**config.mk**
```make
export PLATFORM = sky130hd
export DESIGN_NAME = id_ex_pipe
export DESIGN_NICKNAME = d
export VERILOG_FILES = /design/src/rtl/cpu_pipe_pkg.sv /design/src/rtl/load_use_detect.sv /design/src/rtl/id_ex_pipe.sv
export SDC_FILE = /design/constraint.sdc
export NUM_CORES = 1
export LEC_CHECK = 0
export CAP_MARGIN = 20
export CELL_PAD_IN_SITES_DETAIL_PLACEMENT = 2
export CELL_PAD_IN_SITES_GLOBAL_PLACEMENT = 2
export CORE_ASPECT_RATIO = 0.8
export CORE_MARGIN = 5
export CORE_UTILIZATION = 25
export CTS_BUF_LIST = sky130_fd_sc_hd__clkbuf_4 sky130_fd_sc_hd__clkbuf_8 sky130_fd_sc_hd__clkbuf_16
export CTS_CLUSTER_SIZE = 40
export DETAILED_ROUTE_END_ITERATION = 7
export GPL_TIMING_DRIVEN = 0
export PLACE_DENSITY = 0.83
export REMOVE_ABC_BUFFERS = 1
export SETUP_SLACK_MARGIN = 0.05
export SLEW_MARGIN = 40
export SYNTH_ARGS = -nofsm -noshare
export SYNTH_HDL_FRONTEND = slang
export SYNTH_SLANG_ARGS = --single-unit
export TNS_END_PERCENT = 30
```
**constraint.sdc**
```tcl
create_clock -name clk -period 3.9 [get_ports clk]
set_clock_uncertainty 0.15 [all_clocks]
set_input_delay 0.975 -clock clk [delete_from_list [all_inputs] [get_ports clk]]
set_output_delay 0.975 -clock clk [all_outputs]
set_load 0.02 [all_outputs]
```
**src/rtl/cpu_pipe_pkg.sv**
```systemverilog
// cpu_pipe_pkg: shared widths, EX field bundle and stall FSM state for the ID/EX stage
package cpu_pipe_pkg;
  localparam int DATA_W = 32;
  localparam int REG_W = 3;
  localparam int ALUOP_W = 4;
  typedef enum logic {RUN, STALL} stall_state_t;
  typedef struct packed {
    logic valid;
    logic [REG_W-1:0] rqrd;
    logic [REG_W-1:0] rs;
    logic [DATA_W-1:0] rqrd_data;
    logic [DATA_W-1:0] rs_data;
    logic [DATA_W-1:0] imm;
    logic [ALUOP_W-1:0] alu_op;
    logic write_en;
    logic mem_read;
    logic mem_write;
  } id_ex_t;
  localparam id_ex_t ID_EX_BUBBLE = '0;
endpackage

```
**src/rtl/load_use_detect.sv**
```systemverilog
// load_use_detect: flags a decode instruction that reads the destination of a load sitting in EX
module load_use_detect
  import cpu_pipe_pkg::*;
(
  input  logic             ex_valid,
  input  logic             ex_mem_read,
  input  logic             ex_write_en,
  input  logic [REG_W-1:0] ex_rqrd,
  input  logic             id_valid,
  input  logic [REG_W-1:0] id_rqrd,
  input  logic [REG_W-1:0] id_rs,
  input  logic             id_uses_rqrd,
  input  logic             id_uses_rs,
  output logic             hazard
);
  assign hazard = ex_valid && ex_mem_read && ex_write_en && id_valid &&
                  ((id_uses_rqrd && id_rqrd == ex_rqrd) || (id_uses_rs && id_rs == ex_rqrd));
endmodule

```
**src/rtl/id_ex_pipe.sv**
```systemverilog
// id_ex_pipe: ID/EX pipeline register with load-use bubble insertion, hold and flush
module id_ex_pipe
  import cpu_pipe_pkg::*;
#(
  parameter int LOAD_USE_BUBBLES = 1
) (
  input  logic               clk,
  input  logic               rst,
  input  logic               id_valid,
  input  logic [REG_W-1:0]   id_rqrd,
  input  logic [REG_W-1:0]   id_rs,
  input  logic               id_uses_rqrd,
  input  logic               id_uses_rs,
  input  logic [DATA_W-1:0]  id_rqrd_data,
  input  logic [DATA_W-1:0]  id_rs_data,
  input  logic [DATA_W-1:0]  id_imm,
  input  logic [ALUOP_W-1:0] id_alu_op,
  input  logic               id_write_en,
  input  logic               id_mem_read,
  input  logic               id_mem_write,
  input  logic               flush,
  input  logic               ext_hold,
  output logic               id_stall,
  output logic               ex_valid,
  output logic [REG_W-1:0]   ex_rqrd,
  output logic [REG_W-1:0]   ex_rs,
  output logic [DATA_W-1:0]  ex_rqrd_data,
  output logic [DATA_W-1:0]  ex_rs_data,
  output logic [DATA_W-1:0]  ex_imm,
  output logic [ALUOP_W-1:0] ex_alu_op,
  output logic               ex_write_en,
  output logic               ex_mem_read,
  output logic               ex_mem_write
);
  id_ex_t ex, id_in;
  stall_state_t state;
  logic [1:0] cnt;
  logic hazard;
  assign id_in = '{valid: id_valid, rqrd: id_rqrd, rs: id_rs, rqrd_data: id_rqrd_data,
                   rs_data: id_rs_data, imm: id_imm, alu_op: id_alu_op,
                   write_en: id_write_en, mem_read: id_mem_read, mem_write: id_mem_write};
  assign {ex_valid, ex_rqrd, ex_rs, ex_rqrd_data, ex_rs_data, ex_imm, ex_alu_op,
          ex_write_en, ex_mem_read, ex_mem_write} = ex;
  load_use_detect u_detect (
    .ex_valid    (ex.valid),
    .ex_mem_read (ex.mem_read),
    .ex_write_en (ex.write_en),
    .ex_rqrd     (ex.rqrd),
    .id_valid    (id_valid),
    .id_rqrd     (id_rqrd),
    .id_rs       (id_rs),
    .id_uses_rqrd(id_uses_rqrd),
    .id_uses_rs  (id_uses_rs),
    .hazard      (hazard)
  );
  assign id_stall = !rst && !flush && (ext_hold || state == STALL || hazard);
  always_ff @(posedge clk)
    if (rst || flush) begin
      ex <= ID_EX_BUBBLE;
      state <= RUN;
      cnt <= '0;
    end else if (!ext_hold) begin
      ex <= (state == STALL || hazard || !id_valid) ? ID_EX_BUBBLE : id_in;
      if (state == STALL) begin
        cnt <= cnt - 2'd1;
        state <= cnt == 2'd1 ? RUN : STALL;
      end else if (hazard && LOAD_USE_BUBBLES > 1) begin
        state <= STALL;
        cnt <= 2'(LOAD_USE_BUBBLES - 1);
      end
    end
endmodule

```
==> metrics.yaml, run 1 <==
rsz0062_at_grt: "no"
grt_usage_pct: 20.1
die_area_sq_um: 24200
cp_slowest_cell: "clkdlybuf4s50_1"
insertion_delay_ps: 420
p_leak_nw: 2.88
setup_violations: 0
drc: 0
rrSetupSlack_ps: 1390
grt_pass1_vias: 6788
crit_family: "buffers and inverters"
dr.pass1.iters: 6
critPathLaunchType: "input port"
critPathLaunch: "id_rqrd[0]"
fin_cells: 1149
regToRegEndpoint: "ex_rs_data[28]"
hold_viol: 0
finalWirelength_um: 24400
power_density_nw_per_um2: 419
status: "finished clean"
yosysTopAreaCell: "dfxtp_1"
synth_area_sq_um: 5290
holdBufCountCts: 0
worst-path-stages: 7
port_buffers: 226
synth.top_cell.area_share_pct: 42.8
placed_cells: 1108
synthCells: 664
critPathCaptureType: "primary output"
dp_hpwl_um: 16400
r2r_start: "state"
yosysUniqueCellTypes: 23
path_class: "in2out"
peakVddDrop_mv: 0.209
path_buf_inv: 3
grt_pass1_wl_um: 39200
grt_max_degree: 66
cts_buffers: 17
finalCriticalPeriod_ps: 3760
slew_viol_final: 0
whs_ps: 363
fin_crit_sh_pct: 96.4
relSlewSlack_pct: 62.8
die_w_um: 173
ys.warnings.count: 0
wl_per_cell_um: 21.3
finalInstanceArea_sq_um: 8940
post_dp_cell_area_sq_um: 8110
area_growth_pct: 69.2
dieHeight_um: 140
clk_pin_slew_ps: 60
gp_congestion: 0.709
cts_sinks: 113
num_antenna_cells: 0
synth.area.top_cells: "dfxtp_1, nand3_1, o211ai_1"
total_power_mw: 3.75
path_cells: "clkdlybuf4s50_1 > xnor2_1 > nand4_1 > nand2_8 > buf_16 > a41o_1 > buf_2"
fin_nets: 984
start_util_pct: 25.5
overflow: 0
min_path_type: "reg2reg"
final_layout_size_suffix_gt1_share_pct: 9.20
crit_end: "id_stall"
reg2reg_depth: 8
syn_avg_cell_area_sq_um: 7.96
worst_slew_pin_slew_ps: 556
num_vias: 6149
cts_buffer_depth: 2
clock.fmax_mhz: 266
grt_antenna_before_repair: 1
drt-initial-drc-count: 268
finish.utilization_pct: 43.1
worstPathMaxFanout: 22
required_ps: 2770
cap_violations: 0
std_cell_rows: 47
fp.coreArea_sq_um: 20800
worstPathArrival_ps: 2630
cts_max_level: 4
vias_per_cell: 5.35
yosysSeqAreaShare_pct: 42.8
ys_ff_latch: 113
cts_root_buffer: "clkbuf_16"
ios: 227
antenna_left: 0
cts_tree: "yes"
slowest_delay_ps: 530
## report_power, final
group          internal [mW]  leakage, nW  switching (mW)
sequential              1.20        0.920          0.0262
clock                   1.32        0.347           0.608
combinational          0.286         1.61           0.308
total                   2.81         2.88           0.942
## synth_stat cells (all sizes together)
cell type and instances:
or2 1, o21ai 4, nor3b 1, a311oi 1, a41o 1, buf 35, and3 4, nand2 2
a21oi 2, dfxtp 113, nor2 7, a31oi 3, ha 1, o211ai 106, nor2b 2, inv 2
clkbuf 49, nand4 2, xnor2 7, nand3 321
## worst min path at each step
stage                           from          endpoint  slack [ps]  cells after the start
finish              ex_rqrd_data[28]  ex_rqrd_data[28]         360                      2
global route              ex_imm[31]        ex_imm[31]         380                      2
CTS                       ex_imm[23]        ex_imm[23]         370                      2
detailed placement        ex_imm[23]        ex_imm[23]         360                      2
global placement               state             state         330                      2
floorplan                      state             state         310                      2
## registers in the layout, summed over array words and instances, names as in the netlist
name and cells:
ex_imm 32, ex_rqrd_data 32, ex_rs_data 32, ex_alu_op 4, ex_rqrd 3, ex_rs 3, cnt 2, ex_mem_read 1
ex_mem_write 1, ex_valid 1, ex_write_en 1, state 1
## metal layers
layer	vias up	track usage, %	share of wire (%)
li1	2914	-	-
met1	3038	23.9	44
met2	174	34.8	48
met3	21	7.27	7.2
met4	2	4.75	0.88
met5	-	0	0.082
## final cells by class
class / instances / area (sq um)
Timing Repair Buffer: 266 / 2910
Multi-Input combinational cell: 467 / 2710
Fill cell: 2252 / 11800
Inverter: 2 / 7.51
Tap cell: 269 / 337
Clock buffer: 20 / 467
Sequential cell: 113 / 2260
Clock inverter: 12 / 253
## worst min-delay path: stages (launching register included)
cell	delay (ps)
dfxtp_1	310
nand3_1	70
o211ai_1	80
## what timing repair did
action	CTS	global route
gates resized for setup	6	0
cloned	3	0
pin swaps	3	1
buffers inserted	5	1
endpoints found under the hold margin	0	0
setup endpoints to repair	1	1
## cells by family (layout without fill, tap and decap cells)
kind of cell | Yosys count | after routing | share of synthesized area (%)
buf+inv | 86 | 300 | 7.13
simple gates | 340 | 342 | 32.3
flops | 113 | 113 | 42.8
fa+ha+maj | 1 | 1 | 0.237
compound gates | 117 | 117 | 16.3
xor+xnor | 7 | 7 | 1.16
## placed cells by master, fill, tap and decap left out, types with 2 or more instances in the layout
cell,Yosys,layout
clkdlybuf4s50_1,0,224
o21ai_0,4,4
nand2_4,0,2
and3_1,4,4
clkbuf_8,0,3
xnor2_1,7,7
buf_8,0,13
nand3_1,321,321
nand4_1,2,2
buf_6,1,5
bufinv_16,0,7
buf_16,0,10
clkinv_4,0,4
clkbuf_16,0,17
nor2_1,7,6
a21oi_1,2,2
buf_4,2,11
a31oi_1,3,3
dfxtp_1,113,113
inv_1,2,2
o211ai_1,106,106
## per-stage QoR
stage	setup WS, ps	TNS [ps]
finish	142	0
global route	63.3	0
CTS	142	0
detailed placement	-730	-730
global placement	-14870	-1641760
floorplan	-9190	-873750
(Power assumes the default switching activity.)
==> run 2, diff against run 1 <==
CTS_CLUSTER_SIZE = 14   (was 40)
SLEW_MARGIN = 20   (was 40)
==> metrics.yaml, run 2 (same netlist as run 1, synthesis figures left out) <==
num_antenna_cells: 0  # unchanged
final_layout_size_suffix_gt1_share_pct: 7.97  # -1.2 points
drt-initial-drc-count: 233  # -13%
worst_slew_pin_slew_ps: 714  # +157 ps
cap_violations: 0  # unchanged
finalCriticalPeriod_ps: 3770  # +13.1 ps
critPathLaunchType: "input port"
worstPathArrival_ps: 2650  # +20 ps
crit_end: "id_stall"
wl_per_cell_um: 20.7  # -2.6%
fin_nets: 970  # -1.4%
setup_violations: 0  # unchanged
final_cell_mix: "nand3_1, clkdlybuf4s50_1, dfxtp_1, o211ai_1, clkbuf_16"
dieHeight_um: 140  # unchanged
ios: 227  # unchanged
cts_max_level: 4  # unchanged
clk_pin_slew_ps: 60  # about the same
fp.coreArea_sq_um: 20800  # unchanged
grt_max_degree: 66  # unchanged
dp_hpwl_um: 16000  # -2.7%
layout_commonest_cell: "nand3_1"
start_util_pct: 25.5  # unchanged
min_path_type: "reg2reg"
antenna_left: 0  # unchanged
path_class: "in2out"
std_cell_rows: 47  # unchanged
p_leak_nw: 2.73  # -5.1%
clock.fmax_mhz: 265  # -0.35%
overflow: 0  # unchanged
die_area_sq_um: 24200  # unchanged
grt_antenna_before_repair: 1  # unchanged
insertion_delay_ps: 420  # about the same
grt_pass1_wl_um: 38000  # -3.0%
die_w_um: 173  # unchanged
hold_viol: 0  # unchanged
cts_buffers: 17  # unchanged
cts_buffer_depth: 2  # unchanged
peakVddDrop_mv: 0.213  # +1.9%
drc: 0  # unchanged
num_vias: 6067  # -1.3%
fin_crit_sh_pct: 96.7  # +0.34 points
worstPathMaxFanout: 11  # -50%
critPathLaunch: "id_rqrd[2]"
required_ps: 2770  # about the same
status: "finished clean"
grt_usage_pct: 19.2  # -0.87 points
fin_cells: 1135  # -1.2%
gp_congestion: 0.709  # unchanged
dr.pass1.iters: 4  # -2
placed_cells: 1098  # -0.90%
slew_viol_final: 0  # unchanged
reg2reg_depth: 6  # -2
area_growth_pct: 63.3
cts_root_buffer: "clkbuf_16"
cts_tree: "yes"
rsz0062_at_grt: "no"
finalWirelength_um: 23500  # -3.8%
port_buffers: 226  # unchanged
cts_sinks: 113  # unchanged
total_power_mw: 3.20  # -15%
grt_pass1_vias: 6745  # -0.63%
power_density_nw_per_um2: 371  # -11%
regToRegEndpoint: "ex_rqrd_data[26]"
r2r_start: "state"
critPathCaptureType: "primary output"
vias_per_cell: 5.35  # -0.12%
holdBufCountCts: 0  # unchanged
relSlewSlack_pct: 52.3  # -10 points
rrSetupSlack_ps: 1420  # +30 ps
run 2: cell count changes in the layout (fill, tap and decap cells not counted), moves of 3 or more:
cell,before,now
buf_12,1,7
buf_4,11,2
buf_8,13,4
bufinv_16,7,0
clkbuf_4,0,3
clkbuf_8,3,0
clkinv_2,0,8
clkinv_4,4,0
clkinvlp_4,1,4
run 2: layout make-up:
class	count	area, sq um
fillers	2304	12100
inverters	2	7.51
repair buffers	253	2810
flip-flops and latches	113	2260
well taps	269	337
clock inverters	12	70.1
clock buffers	20	448
multi-input cells	466	2700
run 2: worst max-delay path, cell delays in order:
cell             delay, ps
clkdlybuf4s50_1        550
xnor2_1                150
nand4_1                170
nand2_4                170
buf_12                 160
a41o_1                 180
clkdlybuf4s15_2        280
run 2: report_power, final:
group | internal [mW] | leakage, nW | switching [mW]
Sequential | 1.20 | 0.920 | 0.0262
Combinational | 0.278 | 1.56 | 0.299
Clock | 0.820 | 0.255 | 0.578
Total | 2.30 | 2.73 | 0.904
run 2: layer usage:
layer / part of all wire, % / global-route usage, % / wire (um) / vias to the layer above
li1: - / - / - / 2877
met1: 44 / 23.1 / 10300 / 2983
met2: 47 / 31.8 / 11000 / 176
met3: 7.5 / 7.89 / 1760 / 29
met4: 1.7 / 5.42 / 409 / 2
met5: 0.085 / 0 / 20 / -
run 2: how the worst min path moves through the flow:
stage / startpoint / end / slack [ps] / depth (start not counted)
2_1_floorplan: state / state / 310 / 2
5_1_grt: ex_imm[28] / ex_imm[28] / 380 / 2
3_3_place_gp: state / state / 330 / 2
3_5_place_dp: ex_alu_op[1] / ex_alu_op[1] / 350 / 2
6_report: ex_rs_data[27] / ex_rs_data[27] / 360 / 2
4_1_cts: ex_rs_data[27] / ex_rs_data[27] / 360 / 2
run 2: stage by stage:
stage                TNS, ps  worst slack, ps  cell area (sq um)  hold slack, ps  utilization (%)
floorplan            -873750            -9190               4920             311                -
global placement    -1641760           -14870               7510             330             36.2
detailed placement      -503             -503               8010             355             38.6
CTS                        0             73.7               8580             364             41.3
global route               0             52.1               8630             382             41.6
finish                     0              129               8630             358             41.6
run 2: what timing repair did:
item / in CTS / in global routing
setup endpoints to repair: 1 / 1
cloned: 2 / 1
pin swaps: 2 / 2
resized for setup: 3 / 4
hold endpoints to repair: 0 / 0
buffers inserted: 1 / 1
